## src/rtl/jtag_seq_pkg.sv

```systemverilog
// jtag_seq_pkg: shared op/state encodings, default sizes and TAP TMS prefixes (LSB = first period)
package jtag_seq_pkg;
  typedef enum logic [1:0] {OP_RESET = 2'd0, OP_IR_SCAN = 2'd1, OP_DR_SCAN = 2'd2, OP_RSVD = 2'd3} op_t;
  typedef enum logic [2:0] {IDLE, RST_SEQ, PREFIX, SHIFT, EXIT_UPD, RSP} state_t;
  localparam int IR_WIDTH_DEF = 5;
  localparam int DR_MAX_DEF = 14;
  localparam int RST_HIGH = 5;
  localparam logic [3:0] IR_PREFIX = 4'b0011;
  localparam logic [3:0] DR_PREFIX = 4'b0001;
  localparam int IR_PRE_LEN = 4;
  localparam int DR_PRE_LEN = 3;
endpackage

```

## src/rtl/jtag_tck_gen.sv

```systemverilog
// jtag_tck_gen: two-clk TCK period (low then high) while run; rise/fall strobe the edge where TCK goes 0->1 / 1->0
module jtag_tck_gen (
  input  logic clk,
  input  logic nRST,
  input  logic run,
  output logic tck,
  output logic rise,
  output logic fall
);
  assign rise = run & ~tck;
  assign fall = run & tck;
  always_ff @(posedge clk)
    tck <= nRST & run & ~tck;
endmodule

```

## src/rtl/jtag_tap_sequencer.sv

```systemverilog
// jtag_tap_sequencer: cmd/rsp driven JTAG RESET/IR/DR sequencer; ports clk,nRST, cmd_*, rsp_*, TCK/TMS/TDI/TRST out, TDO in
module jtag_tap_sequencer
  import jtag_seq_pkg::*;
#(
  parameter int NUM_IN = 9,
  parameter int NUM_OUT = 5,
  parameter int IR_WIDTH = IR_WIDTH_DEF
) (
  input  logic                       clk,
  input  logic                       nRST,
  input  logic                       cmd_valid,
  output logic                       cmd_ready,
  input  logic [1:0]                 cmd_op,
  input  logic [3:0]                 cmd_len,
  input  logic [NUM_IN+NUM_OUT-1:0]  cmd_data,
  output logic                       rsp_valid,
  input  logic                       rsp_ready,
  output logic [NUM_IN+NUM_OUT-1:0]  rsp_data,
  output logic                       rsp_err,
  output logic                       TCK,
  output logic                       TMS,
  output logic                       TDI,
  output logic                       TRST,
  input  logic                       TDO
);
  localparam int DR_MAX = NUM_IN + NUM_OUT;
  localparam int CW = $clog2(DR_MAX + IR_WIDTH + 6);
  typedef logic [DR_MAX-1:0] dr_t;
  state_t state;
  op_t op;
  logic run, rise, fall, tap_known, is_ir, reject;
  logic [CW-1:0] cnt, nxt, len_q, pre_last;
  logic [3:0] pre_q;
  dr_t data_q, cap;
  assign op = op_t'(cmd_op);
  assign cmd_ready = (state == IDLE) & ~rsp_valid;
  assign run = state inside {RST_SEQ, PREFIX, SHIFT, EXIT_UPD};
  assign nxt = cnt + CW'(1);
  assign pre_last = is_ir ? CW'(IR_PRE_LEN - 1) : CW'(DR_PRE_LEN - 1);
  assign reject = (op == OP_RSVD) || (op != OP_RESET && !tap_known) ||
                  (op == OP_DR_SCAN && (cmd_len == 4'd0 || 32'(cmd_len) > DR_MAX));
  jtag_tck_gen u_tck (.clk(clk), .nRST(nRST), .run(run), .tck(TCK), .rise(rise), .fall(fall));
  always_ff @(posedge clk) begin
    if (!nRST) begin
      state <= IDLE;
      TMS <= 1'b1;
      TDI <= 1'b0;
      TRST <= 1'b0;
      rsp_valid <= 1'b0;
      rsp_err <= 1'b0;
      rsp_data <= '0;
      tap_known <= 1'b0;
      is_ir <= 1'b0;
      cnt <= '0;
      len_q <= '0;
      pre_q <= '0;
      data_q <= '0;
      cap <= '0;
    end else begin
      case (state)
        IDLE: if (cmd_valid && cmd_ready) begin
          cnt <= '0;
          cap <= '0;
          data_q <= cmd_data;
          is_ir <= op == OP_IR_SCAN;
          pre_q <= op == OP_IR_SCAN ? IR_PREFIX : DR_PREFIX;
          len_q <= op == OP_IR_SCAN ? CW'(IR_WIDTH) : CW'(cmd_len);
          if (reject) begin
            rsp_valid <= 1'b1;
            rsp_err <= 1'b1;
            rsp_data <= '0;
            state <= RSP;
          end else begin
            // every sequence (reset and both prefixes) opens with TMS = 1
            TMS <= 1'b1;
            TRST <= op == OP_RESET;
            state <= op == OP_RESET ? RST_SEQ : PREFIX;
          end
        end
        RST_SEQ: if (fall) begin
          if (cnt == CW'(RST_HIGH)) begin
            TRST <= 1'b0;
            tap_known <= 1'b1;
            rsp_valid <= 1'b1;
            rsp_err <= 1'b0;
            rsp_data <= '0;
            state <= RSP;
          end else begin
            cnt <= nxt;
            TMS <= nxt < CW'(RST_HIGH);
          end
        end
        PREFIX: if (fall) begin
          if (cnt == pre_last) begin
            cnt <= '0;
            TDI <= data_q[0];
            data_q <= data_q >> 1;
            TMS <= len_q == CW'(1);
            state <= SHIFT;
          end else begin
            cnt <= nxt;
            TMS <= pre_q[1];
            pre_q <= pre_q >> 1;
          end
        end
        SHIFT: begin
          if (rise)
            cap <= cap | (dr_t'(TDO) << cnt);
          if (fall) begin
            if (nxt == len_q) begin
              cnt <= '0;
              TMS <= 1'b1;
              TDI <= 1'b0;
              state <= EXIT_UPD;
            end else begin
              cnt <= nxt;
              TDI <= data_q[0];
              data_q <= data_q >> 1;
              TMS <= nxt + CW'(1) == len_q;
            end
          end
        end
        EXIT_UPD: if (fall) begin
          if (cnt == CW'(1)) begin
            rsp_valid <= 1'b1;
            rsp_err <= 1'b0;
            rsp_data <= cap;
            state <= RSP;
          end else begin
            cnt <= nxt;
            TMS <= 1'b0;
          end
        end
        RSP: if (rsp_ready) begin
          rsp_valid <= 1'b0;
          state <= IDLE;
        end
        default: state <= IDLE;
      endcase
    end
  end
endmodule

```

## config.mk

```make
export PLATFORM = sky130hd
export DESIGN_NAME = jtag_tap_sequencer
export DESIGN_NICKNAME = d
export VERILOG_FILES = /design/src/rtl/jtag_seq_pkg.sv /design/src/rtl/jtag_tck_gen.sv /design/src/rtl/jtag_tap_sequencer.sv
export SDC_FILE = /design/constraint.sdc
export NUM_CORES = 1
export LEC_CHECK = 0
export CAP_MARGIN = 20
export CORE_ASPECT_RATIO = 1.2
export CORE_MARGIN = 8
export CORE_UTILIZATION = 35
export CTS_CLUSTER_SIZE = 40
export DETAILED_ROUTE_END_ITERATION = 8
export GPL_TIMING_DRIVEN = 0
export PLACE_DENSITY_LB_ADDON = 0.3
export REMOVE_ABC_BUFFERS = 1
export SYNTH_ARGS = -nofsm -noshare
export SYNTH_HDL_FRONTEND = slang
export SYNTH_HIERARCHICAL = 1
export SYNTH_SLANG_ARGS = --single-unit
```

## constraint.sdc

```tcl
create_clock -name clk -period 8.3 [get_ports clk]
set_clock_uncertainty 0.15 [all_clocks]
set_input_delay 1.245 -clock clk [delete_from_list [all_inputs] [get_ports clk]]
set_output_delay 1.245 -clock clk [all_outputs]
set_load 0.01 [all_outputs]
```

==> flow_summary.json <==
{
  "rows": 39,
  "ant_nets": 0,
  "syn_to_final_growth_pct": 23.0,
  "ys_warn_count": 6,
  "cp.required_ps": 8350,
  "syn_area_um2": 3350,
  "grt_usage_pct": 13.4,
  "post-route-drc-count": 0,
  "wire_per_inst_um": 15.0,
  "wl_um": 8240,
  "crit_arrival_ps": 3580,
  "start_util_pct": 35.6,
  "power.net_switching_uw": 425,
  "power_frac_comb_pct": 36.7,
  "intPower_uw": 749,
  "ys.flop_type": "dfxtp_1",
  "ys_seq_area_share_pct": 37.7,
  "critPathKind": "reg2reg",
  "total_leakage_power_uw": 0.00149,
  "synth_most_common_cell": "dfxtp_1",
  "die_y_um": 123,
  "synth_area_leaders": "dfxtp_1 38%, nand3_1 6.0%, nor2_1 5.5%",
  "grt_pass1_vias": 2888,
  "max_slew_margin_pct": 31.0,
  "synth_seq_cells": 63,
  "portBuffers": 45,
  "final_cells": 550,
  "n_antenna_cell": 0,
  "max_freq_mhz": 284,
  "clkPwrFrac_pct": 29.4,
  "hold_path.class": "reg2reg",
  "drv_cap": 0,
  "gp_congestion": 0.876,
  "tns_ps": 0,
  "synth_top_area_share_pct": 37.7,
  "grt_setup_unrepaired": "no",
  "min_period_over_period_pct": 42.5,
  "hold_viol": 0,
  "core_area_um2": 9420,
  "p_per_area_nw_per_um2": 285,
  "post-cts-setup-buffers": 0,
  "synth.distinct_cells": 65,
  "grt_max_degree": 33,
  "via_per_inst": 5.37,
  "clk_pin_slew_ps": 50,
  "startpoint_type": "register",
  "p_total_uw": 1170,
  "status": "completed",
  "drt_iter0_drc": 207,
  "slew_violations": 0,
  "reg2reg_slack_ps": 4780,
  "num_io_pins": 46,
  "grt_antenna_before_repair": 0,
  "switching_share_pct": 36.2,
  "synth-edff-count": 0,
  "numCtsBuffers": 9,
  "syn_inst": 396,
  "endpoint_kind": "register",
  "grt-ovfl-total": 0,
  "tightest_slew_ps": 1030,
  "synth_commonest_cells": "63 x dfxtp_1, 49 x nor2_1, 40 x nand3_1, 18 x a21oi_1, 18 x o21ai_0",
  "dr.pass1.iters": 4,
  "cts_tree": "built",
  "synth.avg_cell_area_um2": 8.46,
  "path_max_fanout": 27,
  "clk_latency_ps": 320,
  "fin_area_um2": 4120,
  "root_buffer": "clkbuf_16",
  "setup_viol": 0,
  "place_hpwl_um": 5880,
  "hold_buffers": 0,
  "async_flop_share_pct": 0,
  "yosysTopAreaCell": "dfxtp_1",
  "placed_area_um2": 3840,
  "cts.sinks": 63,
  "clk_path_buf_depth": 2,
  "ctsResizeCount": 0,
  "die_x_um": 105,
  "die_area_um2": 13000,
  "place_inst": 534,
  "min_period_ps": 3520,
  "reg2reg_from": "state[2]",
  "grt_first_pass_wirelength_um": 14100,
  "h-tree-depth": 3,
  "r2r-end": "rsp_data[5]",
  "seq_power_share_pct": 34.0,
  "nets": 450,
  "startpoint": "state[2]",
  "max-vdd-ir-drop_mv": 0.124,
  "num_vias": 2951,
  "worstRegToRegCells": 10,
  "crit_end": "rsp_data[5]",
  "drive_gt1_share_pct": 10.8
}
[flip-flops by register name (all words and copies together) (netlist names)]
| register | cells |
|---|---|
| data_q | 14 |
| u_tck/tck | 1 |
| pre_q | 1 |
| cap | 14 |
| TRST | 1 |
| rsp_valid | 1 |
| is_ir | 1 |
| tap_known | 1 |
| rsp_data | 14 |
| state | 3 |
| TDI | 1 |
| rsp_err | 1 |
| cnt | 5 |
| TMS | 1 |
| len_q | 4 |
[worst max-delay path, stage by stage, from the launching register on]
cell and delay [ps]:
dfxtp_1 720, or3b_1 480, a21oi_1 350, and2_2 300, and3b_1 240, a31oi_1 90
nor3_1 450, a32oi_2 190, buf_6 250, nand3_1 90, o21ai_0 90
[layout make-up]
type                       count  area [µm²]
fill                         954        5300
multi-input combinational    294        1910
sequential                    63        1260
timing repair buffer          47         489
clock buffer                  13         260
tap                          123         154
inverter                       7        26.3
clock inverter                 3        17.5
[layout by cell type, fill, tap and decap left out, drive strengths merged, types with 6 or more instances in the layout]
cell / synthesis / routed
a31oi: 11 / 11
nor3: 12 / 12
nand2: 17 / 17
mux2i: 16 / 16
o21ai: 19 / 19
nand3: 40 / 40
inv: 7 / 7
dfxtp: 63 / 63
a41oi: 6 / 6
and2: 6 / 6
clkdlybuf4s50: 0 / 45
nor2: 52 / 52
mux2: 14 / 14
o211ai: 7 / 7
a21oi: 18 / 18
clkbuf: 15 / 13
[cells by family after synthesis]
kind of cell	share of synthesized area, %
xor+xnor	2.09
buf+inv	5.53
flops	37.7
mux	9.49
compound gates	19.4
simple gates	24.8
fa+ha+maj	1.12
[metrics by stage]
stage                     hold WS [ps]  utilization (%)  worst slack [ps]
after CTS                          322             43.7              4800
after detailed placement           311             40.8              4590
after global routing               336             43.7              4380
after global placement             298             40.3              3780
after floorplan                    286                -              4880
final                              316             43.7              4780
[power by group through the flow]
stage	Clock (µW)	Combinational [µW]	Sequential, µW
after CTS	353	432	397
final	345	430	398
after floorplan	0	308	390
after global placement	0	418	402
after global routing	370	477	407
after detailed placement	0	431	403
[how the worst min path moves through the flow]
stage	startpoint	end	slack [ps]	cells after the start
6_report	rsp_data[7]	rsp_data[7]	320	2
5_1_grt	rsp_data[2]	rsp_data[2]	340	2
4_1_cts	rsp_data[7]	rsp_data[7]	320	2
3_5_place_dp	cap[9]	cap[9]	310	2
3_3_place_gp	cap[4]	cap[4]	300	2
2_1_floorplan	cap[1]	cap[1]	290	2
[per-layer routing]
metal	routed length, µm	GRT usage [%]	part of all wire, %
met4	106	5.99	1.3
met3	490	4.28	5.9
met1	3700	15.5	45
met5	0	0	0
met2	3940	22.2	48
Power figures use the tool's default switching activity.
==> edit, RTL diff (same flow settings) <==
Set the parameter `NUM_IN` to 10 (it was 9).
--- a/src/rtl/jtag_tap_sequencer.sv
+++ b/src/rtl/jtag_tap_sequencer.sv
@@ -4,3 +4,3 @@
 #(
-  parameter int NUM_IN = 9,
+  parameter int NUM_IN = 10,
   parameter int NUM_OUT = 5,
Interface: changed (resized cmd_data and rsp_data); port bits go from 46 to 48. No check against the original RTL was run, so the function may have changed too.
==> edit against the unedited design <==
Power rose by 0.10%; final area rose by 6.7%; setup slack improved by 26 ps; area after synthesis rose by 6.6%; sequential cell count rose by 3; hold slack got worse by 9.5 ps; fmax rose by 0.74%; sequential power rose by 3%; wire length rose by 9.5%; die area rose by 5.7%; synthesized cell count rose by 13%; highest routed layer unchanged.
==> edit: results <==
group,metric,value,unit
place,dp.cells,587,
cells_and_area,antenna_cells,0,
grt,grt_util_met3,3.50,%
clock_tree,path_clk_slew,60,ps
routing,firstDrtPassIters,5,
cells_and_area,nets,503,
setup_path,critPathMaxStageDelay,590,ps
place,hpwlAfterDp,6400,um
power,p_int,768,uW
outcome,outcome,"finished clean",
grt,met1_usage,17.1,%
sta,tightest_slew,967,ps
grt,grt_pass1_vias,2988,
routing,drtIter0Drc,199,
min_path,hold_start,"data_q[3]$_SDFFE_PN0P_",
setup_path,crit_arrival,2100,ps
setup_path,worst_path_max_delay_cell,"clkdlybuf4s50_1",
cells_and_area,drive_above_1_share,6.28,%
routing,post_drt_wl_per_cell,14.9,um
routing,wl_met2,4220,um
setup_path,rrSetupSlack,4800,ps
synthesis,seq_area_frac_synth,37.0,%
grt,grt_max_degree,26,
cells_and_area,instances_no_fill,604,
synthesis,synth_area_leaders,"dfxtp_1 37%, nand2_1 9.7%, mux2i_1 8.7%",
clock_tree,cts_made_buffers,9,
grt,grt_usage,13.4,%
synthesis,postSynthAreaPerCell,8.01,sq um
grt,grtUsageMet2,20.9,%
place,port_buffers,47,
synthesis,ys_types,67,
power,power,1.17,mW
setup_path,crit_fanout,19,
setup_path,r2r_end,"state[2]$_SDFFE_PN0P_",
min_path,whs_endpoint,"data_q[3]$_SDFFE_PN0P_",
power,seqPwrFrac,35.0,%
synthesis,yosys-top-cells-count,"92 x nand2_1, 66 x dfxtp_1, 45 x nor2_1",
grt,grt_pass1_wl,14900,um
routing,drt-met1-wl,4130,um
setup_path,crit_path_end,"cmd_ready",
routing,route.met3.wl,507,um
place,place.gp.congestion,0.854,
setup_path,rr_worst_depth,8,
grt,antenna_found_initial,0,
power,p_leak,1.76,nW
clock_tree,ctsResizeCount,0,
setup_path,critPathLaunch,"state[1]$_SDFFE_PN0P_",
cells_and_area,top_regs,"cap: 15 flops, data_q: 15 flops, rsp_data: 15 flops",
synthesis,synthArstFlopShare,0,%
place,placed_area,4060,sq um
power,vdd.ir_drop.worst,0.133,mV
power,p_clk,416,uW
synthesis,yosys_warnings,6,
routing,vias_per_cell,5.23,
==> edit: logic make-up (layout without fill, tap and decap cells) <==
kind of cell / count (synthesis) / count (layout) / synth area share (%)
simple gates: 206 / 206 / 27.6
compound gates: 84 / 84 / 16.8
flops: 66 / 66 / 37.0
buf+inv: 45 / 77 / 6.10
mux: 31 / 31 / 8.69
xor+xnor: 10 / 10 / 2.45
fa+ha+maj: 4 / 4 / 1.40
==> edit: final cells by class <==
type	instances	area, sq um
flip-flops and latches	66	1320
repair buffers	49	505
fillers	980	5570
clock inverters	7	100
multi-input cells	335	2040
clock buffers	9	225
well taps	126	158
inverters	12	45.0
==> edit: through the flow <==
stage	util, %	setup slack [ps]	hold WS (ps)
2_1_floorplan	-	5430	285
3_3_place_gp	40.4	3890	292
3_5_place_dp	40.8	4610	297
4_1_cts	44.0	4830	308
5_1_grt	44.1	4580	323
6_report	44.1	4800	307
==> edit: critical path: cells and delay by family (launching register included) <==
kind / cells / cell delay, ps
simple gates: 2 / 660
buf+inv: 1 / 590
flops: 1 / 520
